===== src/rtl/alu_run_pkg.sv =====
`default_nettype none
// +----------------------------------------------------------------------------+
// | alu_run_pkg : shared types, page indices and LED codes for alu_run_ctrl     |
// | Revision    : 1.0                                                          |
// +----------------------------------------------------------------------------+
package alu_run_pkg;

  typedef enum logic [1:0] {
    IDLE  = 2'd0,
    GOT_A = 2'd1,
    EXEC  = 2'd2,
    SHOW  = 2'd3
  } state_t;

  localparam logic [2:0] PG_B0    = 3'd0;
  localparam logic [2:0] PG_B1    = 3'd1;
  localparam logic [2:0] PG_B2    = 3'd2;
  localparam logic [2:0] PG_B3    = 3'd3;
  localparam logic [2:0] PG_FLAGS = 3'd4;

  localparam logic [7:0] LED_IDLE  = 8'h00;
  localparam logic [7:0] LED_GOT_A = 8'h01;
  localparam logic [7:0] LED_EXEC  = 8'h80;

  // Counter width for a modulus of n, never narrower than one bit.
  function automatic int cnt_w(input int n);
    return (n > 1) ? $clog2(n) : 1;
  endfunction

  function automatic logic [7:0] page_byte(input logic [31:0] res,
                                           input logic        zf,
                                           input logic        of,
                                           input logic [2:0]  sel);
    logic [7:0] b;
    case (sel)
      PG_B0:   b = res[7:0];
      PG_B1:   b = res[15:8];
      PG_B2:   b = res[23:16];
      PG_B3:   b = res[31:24];
      default: b = {zf, 6'b000000, of};
    endcase
    return b;
  endfunction

endpackage
`default_nettype wire


===== src/rtl/alu_run_ctrl_disp_scan_timer.sv =====
`default_nettype none
// +----------------------------------------------------------------------------+
// | disp_scan_timer : divides the clock into display pages, sel wraps 0..4     |
// | Revision        : 1.0                                                      |
// +----------------------------------------------------------------------------+
module disp_scan_timer
  import alu_run_pkg::*;
#(
  parameter int SCAN_DIV = 50_000_000
) (
  input  logic       clk,
  input  logic       rst_n,
  input  logic       clear,
  input  logic       en,
  output logic [2:0] sel
);

  localparam int              c_cw   = cnt_w(SCAN_DIV);
  localparam logic [c_cw-1:0] c_term = c_cw'(SCAN_DIV - 1);

  logic [c_cw-1:0] r_cnt;
  logic [2:0]      r_sel;

  always_ff @(posedge clk or negedge rst_n) begin
    if (!rst_n) begin
      r_cnt <= '0;
      r_sel <= PG_B0;
    end else if (clear) begin
      r_cnt <= '0;
      r_sel <= PG_B0;
    end else if (en) begin
      if (r_cnt == c_term) begin
        r_cnt <= '0;
        r_sel <= (r_sel == PG_FLAGS) ? PG_B0 : r_sel + 3'd1;
      end else begin
        r_cnt <= r_cnt + c_cw'(1);
      end
    end
  end

  assign sel = r_sel;

endmodule
`default_nettype wire


===== src/rtl/alu_run_ctrl.sv =====
`default_nettype none
// +----------------------------------------------------------------------------+
// | alu_run_ctrl : loads A/B/op from switches, times the ALU, scans result LEDs |
// | Revision     : 1.0                                                         |
// +----------------------------------------------------------------------------+
module alu_run_ctrl
  import alu_run_pkg::*;
#(
  parameter int ALU_LAT  = 1,
  parameter int SCAN_DIV = 50_000_000,
  parameter int OP_W     = 4
) (
  input  logic            clk,
  input  logic            rst_n,
  input  logic            key_load,
  input  logic [31:0]     sw_data,
  input  logic [OP_W-1:0] sw_op,
  input  logic            hold,
  input  logic [31:0]     alu_f,
  input  logic            alu_zf,
  input  logic            alu_of,
  output logic [31:0]     alu_a,
  output logic [31:0]     alu_b,
  output logic [OP_W-1:0] alu_op,
  output logic [7:0]      led,
  output logic [2:0]      disp_sel,
  output logic            busy,
  output logic            done
);

  localparam int              c_lw       = cnt_w(ALU_LAT);
  localparam logic [c_lw-1:0] c_lat_last = c_lw'(ALU_LAT - 1);

  state_t          r_state;
  state_t          w_state_nxt;
  logic            w_load_a;
  logic            w_load_b;
  logic            w_sample;
  logic [7:0]      w_led_nxt;
  logic [2:0]      w_sel;
  logic [c_lw-1:0] r_lat_cnt;
  logic [31:0]     r_alu_a;
  logic [31:0]     r_alu_b;
  logic [OP_W-1:0] r_alu_op;
  logic [31:0]     r_res;
  logic            r_zf;
  logic            r_of;
  logic [7:0]      r_led;
  logic            r_done;

  always_ff @(posedge clk or negedge rst_n) begin
    if (!rst_n) r_state <= IDLE;
    else        r_state <= w_state_nxt;
  end

  always_comb begin
    w_state_nxt = r_state;
    w_load_a    = 1'b0;
    w_load_b    = 1'b0;
    w_sample    = 1'b0;
    w_led_nxt   = LED_IDLE;
    case (r_state)
      IDLE: begin
        if (key_load) begin
          w_load_a    = 1'b1;
          w_state_nxt = GOT_A;
        end
      end
      GOT_A: begin
        w_led_nxt = LED_GOT_A;
        if (key_load) begin
          w_load_b    = 1'b1;
          w_state_nxt = EXEC;
        end
      end
      // key_load is deliberately not decoded here: operands stay stable for the ALU.
      EXEC: begin
        w_led_nxt = LED_EXEC;
        if (r_lat_cnt == c_lat_last) begin
          w_sample    = 1'b1;
          w_state_nxt = SHOW;
        end
      end
      SHOW: begin
        w_led_nxt = page_byte(r_res, r_zf, r_of, w_sel);
        if (key_load) begin
          w_load_a    = 1'b1;
          w_state_nxt = GOT_A;
        end
      end
      default: w_state_nxt = IDLE;
    endcase
  end

  always_ff @(posedge clk or negedge rst_n) begin
    if (!rst_n) begin
      r_alu_a   <= '0;
      r_alu_b   <= '0;
      r_alu_op  <= '0;
      r_lat_cnt <= '0;
      r_res     <= '0;
      r_zf      <= 1'b0;
      r_of      <= 1'b0;
      r_led     <= LED_IDLE;
      r_done    <= 1'b0;
    end else begin
      r_done <= w_sample;
      r_led  <= w_led_nxt;
      if (w_load_a) r_alu_a <= sw_data;
      if (w_load_b) begin
        r_alu_b  <= sw_data;
        r_alu_op <= sw_op;
      end
      if (w_load_b)              r_lat_cnt <= '0;
      else if (r_state == EXEC)  r_lat_cnt <= r_lat_cnt + c_lw'(1);
      if (w_sample) begin
        r_res <= alu_f;
        r_zf  <= alu_zf;
        r_of  <= alu_of;
      end
    end
  end

  disp_scan_timer #(
    .SCAN_DIV (SCAN_DIV)
  ) u_scan (
    .clk   (clk),
    .rst_n (rst_n),
    .clear (w_sample),
    .en    ((r_state == SHOW) && !hold),
    .sel   (w_sel)
  );

  assign alu_a    = r_alu_a;
  assign alu_b    = r_alu_b;
  assign alu_op   = r_alu_op;
  assign led      = r_led;
  assign disp_sel = w_sel;
  assign busy     = (r_state == EXEC);
  assign done     = r_done;

endmodule
`default_nettype wire


===== config.mk =====
export PLATFORM = sky130hd
export DESIGN_NAME = alu_run_ctrl
export DESIGN_NICKNAME = d
export VERILOG_FILES = /design/src/rtl/alu_run_pkg.sv /design/src/rtl/alu_run_ctrl_disp_scan_timer.sv /design/src/rtl/alu_run_ctrl.sv
export SDC_FILE = /design/constraint.sdc
export NUM_CORES = 1
export LEC_CHECK = 0
export BUFFER_PORTS_ARGS = -buffer_cell sky130_fd_sc_hd__buf_2
export CORE_MARGIN = 1
export CORE_UTILIZATION = 30
export DETAILED_ROUTE_END_ITERATION = 10
export GPL_TIMING_DRIVEN = 0
export PLACE_DENSITY = 0.53
export SETUP_SLACK_MARGIN = 0.05
export SYNTH_ARGS = -nofsm -noshare
export SYNTH_HDL_FRONTEND = slang
export SYNTH_SLANG_ARGS = --single-unit

===== constraint.sdc =====
create_clock -name clk -period 2.05 [get_ports clk]
set_input_delay 0.3075 -clock clk [delete_from_list [all_inputs] [get_ports clk]]
set_output_delay 0.3075 -clock clk [all_outputs]
set_load 0.01 [all_outputs]

==> Word level (Yosys, flattened, before mapping) <==
Index checks and enable logic that the tools add are counted.
{ "op_classes": {"reduce_logical": 10, "eq_ne": 11, "n_mux": 20, "n_addsub": 3} }
{ "op_table": {"columns": ["operator", "count"], "rows": [
  ["$mux 26", 3],
  ["$pmux 8 s4", 1],
  ["$add 26x1->26 const B", 1],
  ["$eq 26x26->1 const B", 1],
  ["$pmux 8 s3", 1],
  ["$mux 3", 4],
  ["$mux 1", 7],
  ["$eq 3x2->1 const B", 2],
  ["$mux 2", 3],
  ["$pmux 2 s3", 1],
  ["$reduce_bool 2->1", 3],
  ["$eq 2x2->1 const B", 2],
  ["$ne 2x2->1 const B", 2],
  ["$add 3x1->3 const B", 1],
  ["$eq 3x1->1 const B", 1],
  ["$eq 3x3->1 const B", 1],
  ["$logic_not 3->1", 1],
  ["$reduce_and 3->1", 1],
  ["$eq 2x1->1 const B", 1],
  ["$logic_not 2->1", 1],
  ["$ne 2x1->1 const B", 1],
  ["$reduce_and 2->1", 1],
  ["$reduce_or 2->1", 1],
  ["$add 1x1->1 const B", 1],
  ["2 further kinds", 2]
]} }
{ "totals": {"word_cells": 56, "input_bits": 74, "register_bits": 143, "output_inout_bits": 81} }

==> Longest topological paths before layout <==
{ "logic_depth": {"depth_word": 5, "ltp_mapped": 9, "ltp_nobuf": 8} }

==> By module <==
From an unflattened synthesis, not the netlist that was laid out.
{ "unflattened": {"cells_unflattened": 466, "area_unflattened_um2": 6263.5} }
{ "by_module_without_submodules": {"columns": ["mod", "seq_area_each_um2", "cells_each", "area_each_um2", "n_inst"], "rows": [
  ["alu_run_ctrl", 2852.7, 281, 4589.4, 1],
  ["disp_scan_timer", 725.7, 185, 1674.1, 1]
]} }

==> Worst setup path after synthesis <==
OpenSTA, ideal clock, no wires.
{ "synth_timing": {"kind": "register to register", "from": "register u_scan.r_cnt[3]", "to": "register u_scan.r_cnt[23]", "period_less_slack_ps": 2224, "required_ps": 1968, "arrival_ps": 2142, "setup_time_ps": 82, "path_buffers": 1, "slack_ps": -174, "stages_incl_launch_ff": 7, "path_cell_list": "dfrtp_1 nand4_2 or4_1 buf_2 or4_4 or3_1 a31oi_1"} }
{ "synth_between": {"elab_chain_cells": 4, "word_cells_on_any_way": 5, "cone_classes": "add/sub (1); eq/ne (1); mux (3)"} }
{ "synth_lines": {"columns": ["element", "line", "source"], "rows": [
  ["start, declared", "alu_run_ctrl_disp_scan_timer.sv:21", "logic [c_cw-1:0] r_cnt;"],
  ["start signal, assigned", "alu_run_ctrl_disp_scan_timer.sv:36", "r_cnt <= r_cnt + c_cw'(1);"],
  ["$add 26x1->26 / $eq 26x26->1 (equally long branches)", "alu_run_ctrl_disp_scan_timer.sv:36, alu_run_ctrl_disp_scan_timer.sv:32", null],
  ["$mux 26 (*)", "alu_run_ctrl_disp_scan_timer.sv:32", "if (r_cnt == c_term) begin"],
  ["$mux 26 (*)", "alu_run_ctrl_disp_scan_timer.sv:31", "end else if (en) begin"],
  ["$mux 26 (*)", "alu_run_ctrl_disp_scan_timer.sv:28", "end else if (clear) begin"]
]} }
Mark *: on every way between the ends. The rest lies on a longest branch, timed or not. The select of a mux whose other input is x is not followed.
A chain may end at the register's enable or synchronous reset.

==> Final worst setup path <==
{ "layout_timing": {"from": "register u_scan.r_cnt[7]", "to": "register u_scan.r_cnt[12]"} }
The elaborated chain is that of the path after synthesis.

==> flow_summary.json <==
{
  "status": "finished, violations left",
  "violations_in_the_final_reports": "negative setup slack",
  "layout.cell_area.non_filler_um2": 8310,
  "global_route.usage.total": 0.147,
  "synth_async_sr_flop_share": 1.00,
  "max_cap_violations": 0,
  "fill_cells": 1900,
  "post-dp-hpwl_um": 10500,
  "yosys.cell_types.count": 39,
  "timing.final.crit_period_ps": 2190,
  "route.vias.total": 4652,
  "synthDominantCellAreaShare": 0.587,
  "crit_path_max_incr_delay_ps": 500,
  "worst_slew_pin_slew_ps": 682,
  "core_area_um2": 19700,
  "netSwitchingFraction": 0.333,
  "starting_density_of_the_core": 0.309,
  "grt_start_max_net_pins": 73,
  "globalRoute.totalOverflow": 0,
  "report.final.slew_viol_count": 0,
  "post-synth-top-count-cell": "sky130_fd_sc_hd__dfrtp_1",
  "finalWeightedCongestion": 0.724,
  "tritoncts_num_sinks": 143,
  "min_period_over_period": 1.07,
  "setup.worst_path.class": "reg -> reg",
  "drtAntennaViolNets": 0,
  "crit_fanout": 6,
  "cellLeakagePower_nw": 3.99,
  "synth-warning-count": 0,
  "synth_edf_count": 0,
  "antenna_cells_inserted": 0,
  "post_synth_instance_area_um2": 6100,
  "synth_nets": 632,
  "finalWorstSetupSlack_ps": -142,
  "vdd_drop_max_uv": 548,
  "critical_path_arrival_ps": 2490,
  "drt_first_iter_violations": 211,
  "worst_hold_path_type": "in -> reg",
  "clock-root-buffer": "sky130_fd_sc_hd__clkbuf_16",
  "worstSetupEndpointType": "flip-flop",
  "p_clk_frac": 0.269,
  "postSynth.topFlopCell": "sky130_fd_sc_hd__dfrtp_1",
  "htree_num_levels": 4,
  "post_drt_wl_per_cell_um": 14.7,
  "area_delta_synth_final_pct": 36.3,
  "floorplan.die_area_um2": 20900,
  "hold_fails_final_rpt": 0,
  "multi_input_area_um2": 2550,
  "pin_count": 155,
  "tritoncts": "done",
  "unrepaired_setup_endpoints_after_global_routing": "yes",
  "pwr_density_cell_nw_per_um2": 1450,
  "pwr-share-comb": 0.350,
  "crit_required_ps": 2350,
  "netSwitchingPower_mw": 4.02,
  "chipHeight_um": 145,
  "dpl_cell_area_um2": 7260,
  "seqCellArea_um2": 3580,
  "average_instance_area_after_synthesis_um2": 11.1,
  "port-buffer-count": 154,
  "floorplan.die.width_um": 145,
  "routed_via_density": 4.55,
  "detail_route.wirelength_um": 15100,
  "synth-seq-area-share": 0.587,
  "postSynthRegisterBits": 143,
  "setup_viol_count_final": 21,
  "worst_setup_hold_path_clk_slew_ps": 60,
  "post-synth-top-area-cell": "sky130_fd_sc_hd__dfrtp_1",
  "placement.setup.worst_slack_ps": -488,
  "skew_ps": 12.3,
  "post_route_cells_drive_above_1_share": 0.445,
  "layout_nets": 829,
  "number_of_iterations_in_the_first_detailed_routing_pass": 7,
  "total_internal_power_mw": 8.05,
  "cts_made_buffers": 17,
  "synth.top_cells.by_count": "sky130_fd_sc_hd__dfrtp_1 (143), sky130_fd_sc_hd__nand2_1 (125), sky130_fd_sc_hd__mux2_2 (68)",
  "drt_drc_violations_left": 0,
  "timing.fmax_ghz": 0.456,
  "timing.slew.headroom": 0.546,
  "cts.path.max_buffers": 2,
  "grt_first_pass_wirelength_um": 23500,
  "clock_insertion_delay_worst_skew_ps": 420,
  "grt_pass1_vias": 4563,
  "rows": 51,
  "syn_inst": 548,
  "worstPathCellList": "buf_6 -> or4_4 -> or4_4 -> buf_8 -> o21ai_4 -> buf_6 -> nor2_1",
  "antenna_found_initial": 0,
  "start_kind": "flip-flop",
  "critical_path.slowest_cell": "sky130_fd_sc_hd__or4_4",
  "synth_top_cells_by_area": "sky130_fd_sc_hd__dfrtp_1 (59%), sky130_fd_sc_hd__mux2_2 (13%), sky130_fd_sc_hd__nand2_1 (7.7%), sky130_fd_sc_hd__nor2_1 (2.6%), sky130_fd_sc_hd__ha_1 (2.1%)",
  "p_seq_frac": 0.381
}
-- power groups by stage --
stage / Combinational, mW / Clock (mW) / Sequential [mW]
2_1_floorplan: 2.09 / 0 / 4.97
3_3_place_gp: 3.99 / 0 / 4.62
3_5_place_dp: 4.04 / 0 / 4.64
4_1_cts: 4.20 / 3.34 / 4.59
5_1_grt: 4.70 / 3.45 / 4.77
6_report: 4.22 / 3.25 / 4.60
-- worst paths after layout --
| kind | end | depth (start not counted) | startpoint | slack (ps) |
|---|---|---|---|---|
| worst max-delay path | u_scan.r_cnt[12] | 7 | u_scan.r_cnt[7] | -140 |
| worst min-delay path | r_res[13] | 3 | alu_f[13] | 80 |
| worst max register to register | u_scan.r_cnt[12] | 7 | u_scan.r_cnt[7] | -140 |
| worst min register to register | r_res[28] | 2 | r_res[28] | 480 |
| max in group asynchronous | u_scan.r_cnt[11] | 3 | rst_n | 780 |
| min in group asynchronous | alu_a[27] | 2 | rst_n | 470 |
-- layer usage --
| metal | vias up | track usage | part of all wire |
|---|---|---|---|
| li1 | 2274 | - | - |
| met1 | 2267 | 0.190 | 0.45 |
| met2 | 95 | 0.239 | 0.50 |
| met3 | 16 | 0.0348 | 0.036 |
| met4 | 0 | 0.0499 | 0.012 |
| met5 | - | 0 | 0 |
-- what timing repair did --
item | in CTS | in global routing
cloned | 0 | 1
pin swaps | 3 | 11
endpoints found under the setup margin | 131 | 115
gates resized for setup | 26 | 48
hold endpoints to repair | 71 | 0
buffers inserted | 24 | 3
hold buffers | 1 | 0
-- stage by stage --
stage	cells	utilization	hold slack [ps]	power [mW]	TNS [ps]
floorplan	548	-	11.9	7.06	-161
global placement	967	0.366	459	8.61	-239250
detailed placement	968	0.368	380	8.68	-22810
CTS	1021	0.411	54.4	12.1	-2090
global route	1023	0.421	67.9	12.9	-3740
finish	1023	0.421	79.4	12.1	-2340
-- final cells by class --
| class | instances | share of cell area |
|---|---|---|
| plain buffers | 20 | 0.0146 |
| inverters | 8 | 0.00392 |
| well taps | 265 | 0.0399 |
| clock buffers | 19 | 0.0521 |
| flip-flops and latches | 143 | 0.432 |
| multi-input cells | 371 | 0.307 |
| clock inverters | 13 | 0.0227 |
| repair buffers | 184 | 0.128 |
-- state kept, by name (all words and copies together), names as in the netlist --
name,flops
alu_a,32
alu_b,32
r_res,32
u_scan.r_cnt,26
led,8
alu_op,4
u_scan.sel,3
r_state,2
done,1
r_lat_cnt,1
r_of,1
r_zf,1
-- layout by cell type, fill, tap and decap left out, types with 11 or more instances in the layout --
cell type	instances
sky130_fd_sc_hd__a21oi_1	11
sky130_fd_sc_hd__buf_2	156
sky130_fd_sc_hd__buf_4	23
sky130_fd_sc_hd__clkbuf_16	17
sky130_fd_sc_hd__dfrtp_1	138
sky130_fd_sc_hd__mux2_2	68
sky130_fd_sc_hd__nand2_1	122
sky130_fd_sc_hd__nand3_1	13
sky130_fd_sc_hd__nand4_1	11
sky130_fd_sc_hd__nor2_1	31
sky130_fd_sc_hd__nor3_1	11
sky130_fd_sc_hd__xnor2_1	12
-- cell families (layout without fill, tap and decap cells) --
group / after synthesis / in the layout / share of synthesized area
xor+xnor: 20 / 20 / 0.0287
mux: 71 / 71 / 0.131
flops: 143 / 143 / 0.587
buf+inv: 34 / 244 / 0.0216
fa+ha+maj: 10 / 10 / 0.0205
simple gates: 233 / 233 / 0.171
compound gates: 37 / 37 / 0.0404
-- critical path, delay by kind of cell, from the launching register on --
family | cells | cell delay (ps)
AND/OR/NAND/NOR | 3 | 1010
buffers and inverters | 3 | 440
flip-flops | 1 | 390
AO/OA/AOI/OAI | 1 | 230
Note: power is estimated with default switching activity, not from simulation.
